[src/rtl/mult_pkg.sv]
// rtl/mult_pkg.sv - shared constants and state encoding for the sequential multiplier
package mult_pkg;

    // Operand width used when an instance does not override WIDTH.
    localparam int DEFAULT_WIDTH = 4;

    // Controller state encoding. 2'd3 is unused and steers back to idle.
    typedef enum logic [1:0] {
        ST_IDLE    = 2'd0,
        ST_CALC    = 2'd1,
        ST_DONE    = 2'd2,
        ST_ILLEGAL = 2'd3
    } state_t;

endpackage

[src/rtl/mult_control.sv]
// rtl/mult_control.sv - sequencing FSM and iteration counter for the shift-add multiplier
module mult_control
    import mult_pkg::*;
#(
    parameter int WIDTH = DEFAULT_WIDTH
) (
    input  logic                         clk,
    input  logic                         reset,
    input  logic                         start,
    input  logic                         step_last,
    output logic                         load,
    output logic                         shift_en,
    output logic                         busy,
    output logic                         done,
    output logic [$clog2(WIDTH+1)-1:0]   count
);

    localparam int CW = $clog2(WIDTH + 1);

    state_t state;
    state_t state_next;

    // State register; reset aborts any operation in flight.
    always_ff @(posedge clk or posedge reset) begin
        if (reset) begin
            state <= ST_IDLE;
        end else begin
            state <= state_next;
        end
    end

    // Next-state and control decode. Start is only honoured in idle, so a
    // request raised while busy is simply dropped.
    always_comb begin
        state_next = state;
        load       = 1'b0;
        shift_en   = 1'b0;
        busy       = 1'b0;
        done       = 1'b0;
        case (state)
            ST_IDLE: begin
                if (start) begin
                    load       = 1'b1;
                    state_next = ST_CALC;
                end
            end
            ST_CALC: begin
                busy     = 1'b1;
                shift_en = 1'b1;
                if (step_last) begin
                    state_next = ST_DONE;
                end
            end
            ST_DONE: begin
                busy       = 1'b1;
                done       = 1'b1;
                state_next = ST_IDLE;
            end
            default: begin
                state_next = ST_IDLE;
            end
        endcase
    end

    // Step counter: cleared on accept, advances once per shift-add step.
    // It reaches at most WIDTH, which always fits in CW bits.
    always_ff @(posedge clk or posedge reset) begin
        if (reset) begin
            count <= '0;
        end else if (load) begin
            count <= '0;
        end else if (shift_en) begin
            count <= count + CW'(1);
        end
    end

endmodule

[src/rtl/seq_multiplier.sv]
// rtl/seq_multiplier.sv - multi-cycle unsigned shift-add multiplier datapath
module seq_multiplier
    import mult_pkg::*;
#(
    parameter int WIDTH = DEFAULT_WIDTH
) (
    input  logic                 clk,
    input  logic                 reset,
    input  logic                 start,
    input  logic [WIDTH-1:0]     a,
    input  logic [WIDTH-1:0]     b,
    output logic                 busy,
    output logic                 done,
    output logic [2*WIDTH-1:0]   product
);

    localparam int CW = $clog2(WIDTH + 1);

    logic                load;
    logic                shift_en;
    logic                step_last;
    logic [CW-1:0]       count;
    logic [WIDTH-1:0]    mcand;
    logic [2*WIDTH-1:0]  p;
    logic [WIDTH:0]      sum;

    mult_control #(
        .WIDTH (WIDTH)
    ) u_control (
        .clk       (clk),
        .reset     (reset),
        .start     (start),
        .step_last (step_last),
        .load      (load),
        .shift_en  (shift_en),
        .busy      (busy),
        .done      (done),
        .count     (count)
    );

    // The step now in progress is the final one of this operation.
    assign step_last = (count == CW'(WIDTH - 1));

    // One WIDTH-bit add per step into the upper half; the extra bit keeps the carry.
    always_comb begin
        sum = {1'b0, p[2*WIDTH-1:WIDTH]};
        if (p[0]) begin
            sum = {1'b0, p[2*WIDTH-1:WIDTH]} + {1'b0, mcand};
        end
    end

    // Operand capture on accept, then shift {carry, upper, lower} right each step
    // so the carry lands in the top bit and the consumed multiplier bit drops out.
    always_ff @(posedge clk or posedge reset) begin
        if (reset) begin
            mcand <= '0;
            p     <= '0;
        end else if (load) begin
            mcand <= a;
            p     <= {{WIDTH{1'b0}}, b};
        end else if (shift_en) begin
            p <= {sum, p[WIDTH-1:1]};
        end
    end

    // P only moves between accept and done, so it doubles as the held result.
    assign product = p;

endmodule
[config.mk]
export PLATFORM = sky130hd
export DESIGN_NAME = seq_multiplier
export DESIGN_NICKNAME = d
export VERILOG_FILES = /design/src/rtl/mult_pkg.sv /design/src/rtl/mult_control.sv /design/src/rtl/seq_multiplier.sv
export SDC_FILE = /design/constraint.sdc
export NUM_CORES = 1
export LEC_CHECK = 0
export CORE_MARGIN = 3
export CORE_UTILIZATION = 40
export DETAILED_ROUTE_END_ITERATION = 10
export DONT_BUFFER_PORTS = 1
export PLACE_DENSITY = 0.53
export SYNTH_ARGS = -nofsm -noshare
export SYNTH_HDL_FRONTEND = slang
export SYNTH_HIERARCHICAL = 1
export SYNTH_SLANG_ARGS = --single-unit
[constraint.sdc]
create_clock -name clk -period 1.7 [get_ports clk]
set_clock_uncertainty 0.1 [all_clocks]
set_input_delay 0.255 -clock clk [delete_from_list [all_inputs] [get_ports clk]]
set_output_delay 0.255 -clock clk [all_outputs]
set_load 0.005 [all_outputs]
=== Word level (Yosys, flattened, before mapping) ===
Index checks and enable logic that the tools add are counted.
Widths: inputs -> output; s select.

* Register bits after elaboration: 17
* Latch bits: 0
* Memory bits (writable): 0
* ROM bits: 0
* Input port bits: 11
* Output and inout port bits: 10
* Word-level logic and storage cells: 28
* Memories: 0

* Add/sub/neg operators: 2
* Multiply operators: 0
* Div/mod/pow operators: 0
* Magnitude comparators: 0
* Equality and inequality tests: 5
* Shift-type cells: 0
* Mux-type cells: 13
* Bitwise logic cells: 0
* Reduce and logical (&&, ||, !) cells: 4

{| class="wikitable"
|+ Operator list
! cell !! number
|-
| $mux 8 || 2
|-
| $mux 3 || 2
|-
| $add 4x4->5 || 1
|-
| $mux 1 || 5
|-
| $mux 5 || 1
|-
| $mux 2 || 2
|-
| $ne 2x2->1 const B || 2
|-
| $pmux 2 s2 || 1
|-
| $add 3x1->3 const B || 1
|-
| $eq 3x2->1 const B || 1
|-
| $eq 2x1->1 const B || 1
|-
| $eq 2x2->1 const B || 1
|-
| $logic_not 2->1 || 1
|-
| $reduce_and 2->1 || 1
|-
| $reduce_bool 2->1 || 1
|-
| $reduce_or 2->1 || 1
|}

=== Depth between registers and ports, before layout ===
* Word-level depth: 4
* Gate-level depth with buffers: 7
* Depth with buffers taken out: 7

=== Cells and area by module ===
Netlist, hierarchy kept.

{| class="wikitable"
|+ Modules (own cells, without submodules)
! module !! instances !! cells an instance !! area each (um2)
|-
| seq_multiplier || 1 || 69 || 699.4
|-
| mult_control || 1 || 27 || 301.5
|}

=== Worst setup path before layout ===
Ideal clock, no wire load.

* Path type: flip-flop to flip-flop
* Start: register p[4] (netlist: product[4])
* End: register p[5] (netlist: product[5])
* Library setup time: 0.094 ns
* Data arrival time: 1.409 ns
* Required time: 1.506 ns
* Path slack: 0.097 ns
* Stages on the path, launching flop included: 7
* Buffers on the path: 0
* Clock period less this slack: 1.603 ns
* Cell sequence: dfrtp_1 > ha_1 > inv_1 > fa_1 > xnor2_1 > mux2i_1 > a211oi_1

* Word-level cells in the longest chain between the ends: 4

{| class="wikitable"
|+ Ends and longest elaborated chain
! what !! RTL line !! text
|-
| from (decl) || seq_multiplier.sv:24 || <nowiki>logic [2*WIDTH-1:0] p;</nowiki>
|-
| from (signal assigned) || seq_multiplier.sv:60 || <nowiki>p <= {{WIDTH{1'b0}}, b};</nowiki>
|-
| from (signal assigned) || seq_multiplier.sv:62 || <nowiki>p <= {sum, p[WIDTH-1:1]};</nowiki>
|-
| $add 4x4->5 || seq_multiplier.sv:48 || <nowiki>sum = {1'b0, p[2*WIDTH-1:WIDTH]} + {1'b0, mcand};</nowiki>
|-
| $mux 5 || seq_multiplier.sv:47 || <nowiki>if (p[0]) begin</nowiki>
|-
| $mux 8 || seq_multiplier.sv:61 || <nowiki>end else if (shift_en) begin</nowiki>
|-
| $mux 8 || seq_multiplier.sv:58 || <nowiki>end else if (load) begin</nowiki>
|}

Every way passes these cells. The select of a mux whose other input is x is not followed.
A chain may end at the register's enable or synchronous reset.

=== Worst setup path in the final report ===
* Start: register p[4] (netlist: product[4])
* End: register p[7] (netlist: product[7])

Same word-level chain as after synthesis.

==> impl_metrics.toml <==
[run_status]
status = "finished clean"

[cells_and_area]
drive_above_1_share = 0.212
num_antenna_cells = 0
stdcell_area_um2 = 1200
nNetsFinal = 135
multi_input_area_um2 = 527
nFillCells = 228
seq_area_um2 = 425
area_growth_pct = 19.8
post-route-util = 0.522

[timing]
hold_viol = 0
tightestPinTransition_ns = 0.482
rsz0062_at_grt = "true"
layout_min_cycle_time_ns = 1.60
slew_viol_final = 0
fin_crit_sh = 0.943
setup_tns_ns = 0
timing.hold.ws_ns = 0.0768
maxSlewHeadroom = 0.678
finalSetupViolations = 0
max_freq_ghz = 0.624

[drt]
routed_wl_um = 1870
vias = 698
drtIter0Drc = 10
avgRoutedWirePerCell_um = 13.3
postRouteAntennaNets = 0
dr.pass1.iters = 5
vias_per_cell = 4.95
drc = 0

[clocking]
clock_latency_ns = 0.30
post_cts_buffers = 0
root_buffer = "clkbuf_4"
cts_tree = "yes"
ctsHtreeMaxLevel = 1
path_clk_slew_ns = 0.10
cts.path.max_buffers = 2
cts_buffers = 3
clock-sinks = 17

[grt]
grt_overflow = 0
grt_use_total = 0.139
grt_max_degree = 13
gr-usage-met1 = 0.188
grt_pass1_wl_um = 3410
grt_pass1_vias = 715
grt.busiest_layer = "met2"
antenna_found_initial = 0
gr-usage-met3 = 0.0626
use_met2 = 0.200

[synth]
synthCells = 96
yosys.area.top_type_share = 0.425
synthesis.nets = 117
syn_avg_cell_area_um2 = 10.4
synth_top_area_cell = "dfrtp_1"
async_flop_share = 1.00
synth_area_um2 = 1000
ys_warn_count = 6
synthDistinctLibCells = 28
synth_ff_type = "dfrtp_1"
yosys_register_bits = 17
synth_edf_count = 0
yosysSeqAreaShare = 0.425
synthTopCellsByArea = "dfrtp_1 43%, ha_1 11%, mux2i_1 7.0%"

[placed_design]
hpwl_um = 1430
placed_area_um2 = 1060
place_congestion = 0.760
io_buffers = 0

[floorplanning]
die_height_um = 56.0
start_util = 0.436
die-area_um2 = 3140
die_w_um = 56.0
core-area_um2 = 2300
row_count = 17
ios = 21

[run]
max_cap_viol_count = 0

[power]
ir_worst_vdd_v = 0.000961
power_leakage_uw = 0.000561
power.density_nw_per_um2 = 1950
p_total_uw = 2340

[worst_hold_path]
holdCritPathClass = "primary input to register"

[critical_path]
slowest_delay_ns = 0.36
required_ns = 1.83
slowest_stage = "dfrtp_1"
cp-end-kind = "register"
start_kind = "register"
crit_type = "register to register"
crit_arrival_ns = 1.73
worstPathCellList = "ha_1 -> inv_1 -> fa_2 -> nor2b_1 -> o21a_1 -> o211ai_2 -> a21oi_2"
path_max_fanout = 2
==> synthesized netlist by cell type, types with 2 or more instances <==
cell type / instances
a21oi_1: 4
a21oi_2: 2
buf_2: 2
buf_6: 2
dfrtp_1: 17
ha_1: 9
inv_1: 9
mux2_2: 3
mux2i_1: 7
nand2_1: 8
nor2_1: 7
o21a_1: 2
o21ai_0: 5
o21ai_1: 4
xnor2_1: 2
==> path summary, 6_finish.rpt <==
path | startpoint | to | slack (ns) | cells after the start
hold reg to reg | mcand[0] | mcand[0] | 0.42 | 1
hold / removal | start | u_control/state[1] | 0.08 | 2
min in group asynchronous | reset | u_control/count[2] | 0.22 | 2
setup reg to reg | product[4] | product[7] | 0.1 | 7
max in group asynchronous | reset | mcand[1] | 0.84 | 2
setup / recovery | product[4] | product[7] | 0.1 | 7
==> state kept, by name, summed over array words and instances, names as in the netlist <==
signal	flops
u_control/state	2
product	8
mcand	4
u_control/count	3
==> cell type report <==
type	count	share of cell area
clock buffer	3	0.0188
timing repair buffer	17	0.125
sequential	17	0.355
multi-input combinational	66	0.439
inverter	9	0.0282
tap	28	0.0292
clock inverter	1	0.00418
==> worst max-delay path, delay by kind of cell, from the launching register on <==
kind	cells	cell delay, ns
fa+ha+maj	2	0.53
compound gates	3	0.37
flops	1	0.36
simple gates	1	0.13
buf+inv	1	0.06
==> where the power goes <==
part           internal (uW)  total [uW]  switching (uW)
clock                   87.7         217             129
combinational            698        1350             652
sequential               602         773             171
==> stage by stage <==
step | cells | worst slack [ns]
after floorplan | 96 | 0.0975
after detailed placement | 128 | 0.0335
after global placement | 128 | 0.0356
final | 141 | 0.0975
after global routing | 141 | -0.0128
after CTS | 140 | 0.00228
==> placed cells by master (no fill, tap or decap), types with 2 or more instances in the layout <==
master / instances
nand2_1: 8
mux2i_1: 7
ha_1: 8
buf_4: 8
mux2_2: 3
a21oi_1: 4
dlygate4sd3_1: 9
o21a_1: 2
dfrtp_1: 17
inv_1: 9
o21ai_0: 5
clkbuf_4: 3
nor2_1: 7
a21oi_2: 2
o21ai_1: 4
==> logic make-up (layout without fill, tap and decap cells) <==
group | count (synthesis) | after routing | synth area share
simple gates | 22 | 22 | 0.108
compound gates | 20 | 20 | 0.124
flops | 17 | 17 | 0.425
buf+inv | 13 | 30 | 0.0662
mux | 11 | 11 | 0.119
fa+ha+maj | 10 | 10 | 0.133
xor+xnor | 3 | 3 | 0.0263
==> metal layers <==
metal  vias up  share of wire  wire length, um
li1        356              -                -
met1       321           0.45              840
met2        17           0.46              864
met3         4          0.073              137
met4         0          0.014               27
met5         -              0                0
==> what timing repair did <==
action                     in CTS  in global routing
hold endpoints to repair       24                  1
gates resized for setup         0                  4
hold buffers                    8                  1
setup endpoints to repair       0                  6
Note: power is estimated with default switching activity, not from simulation.
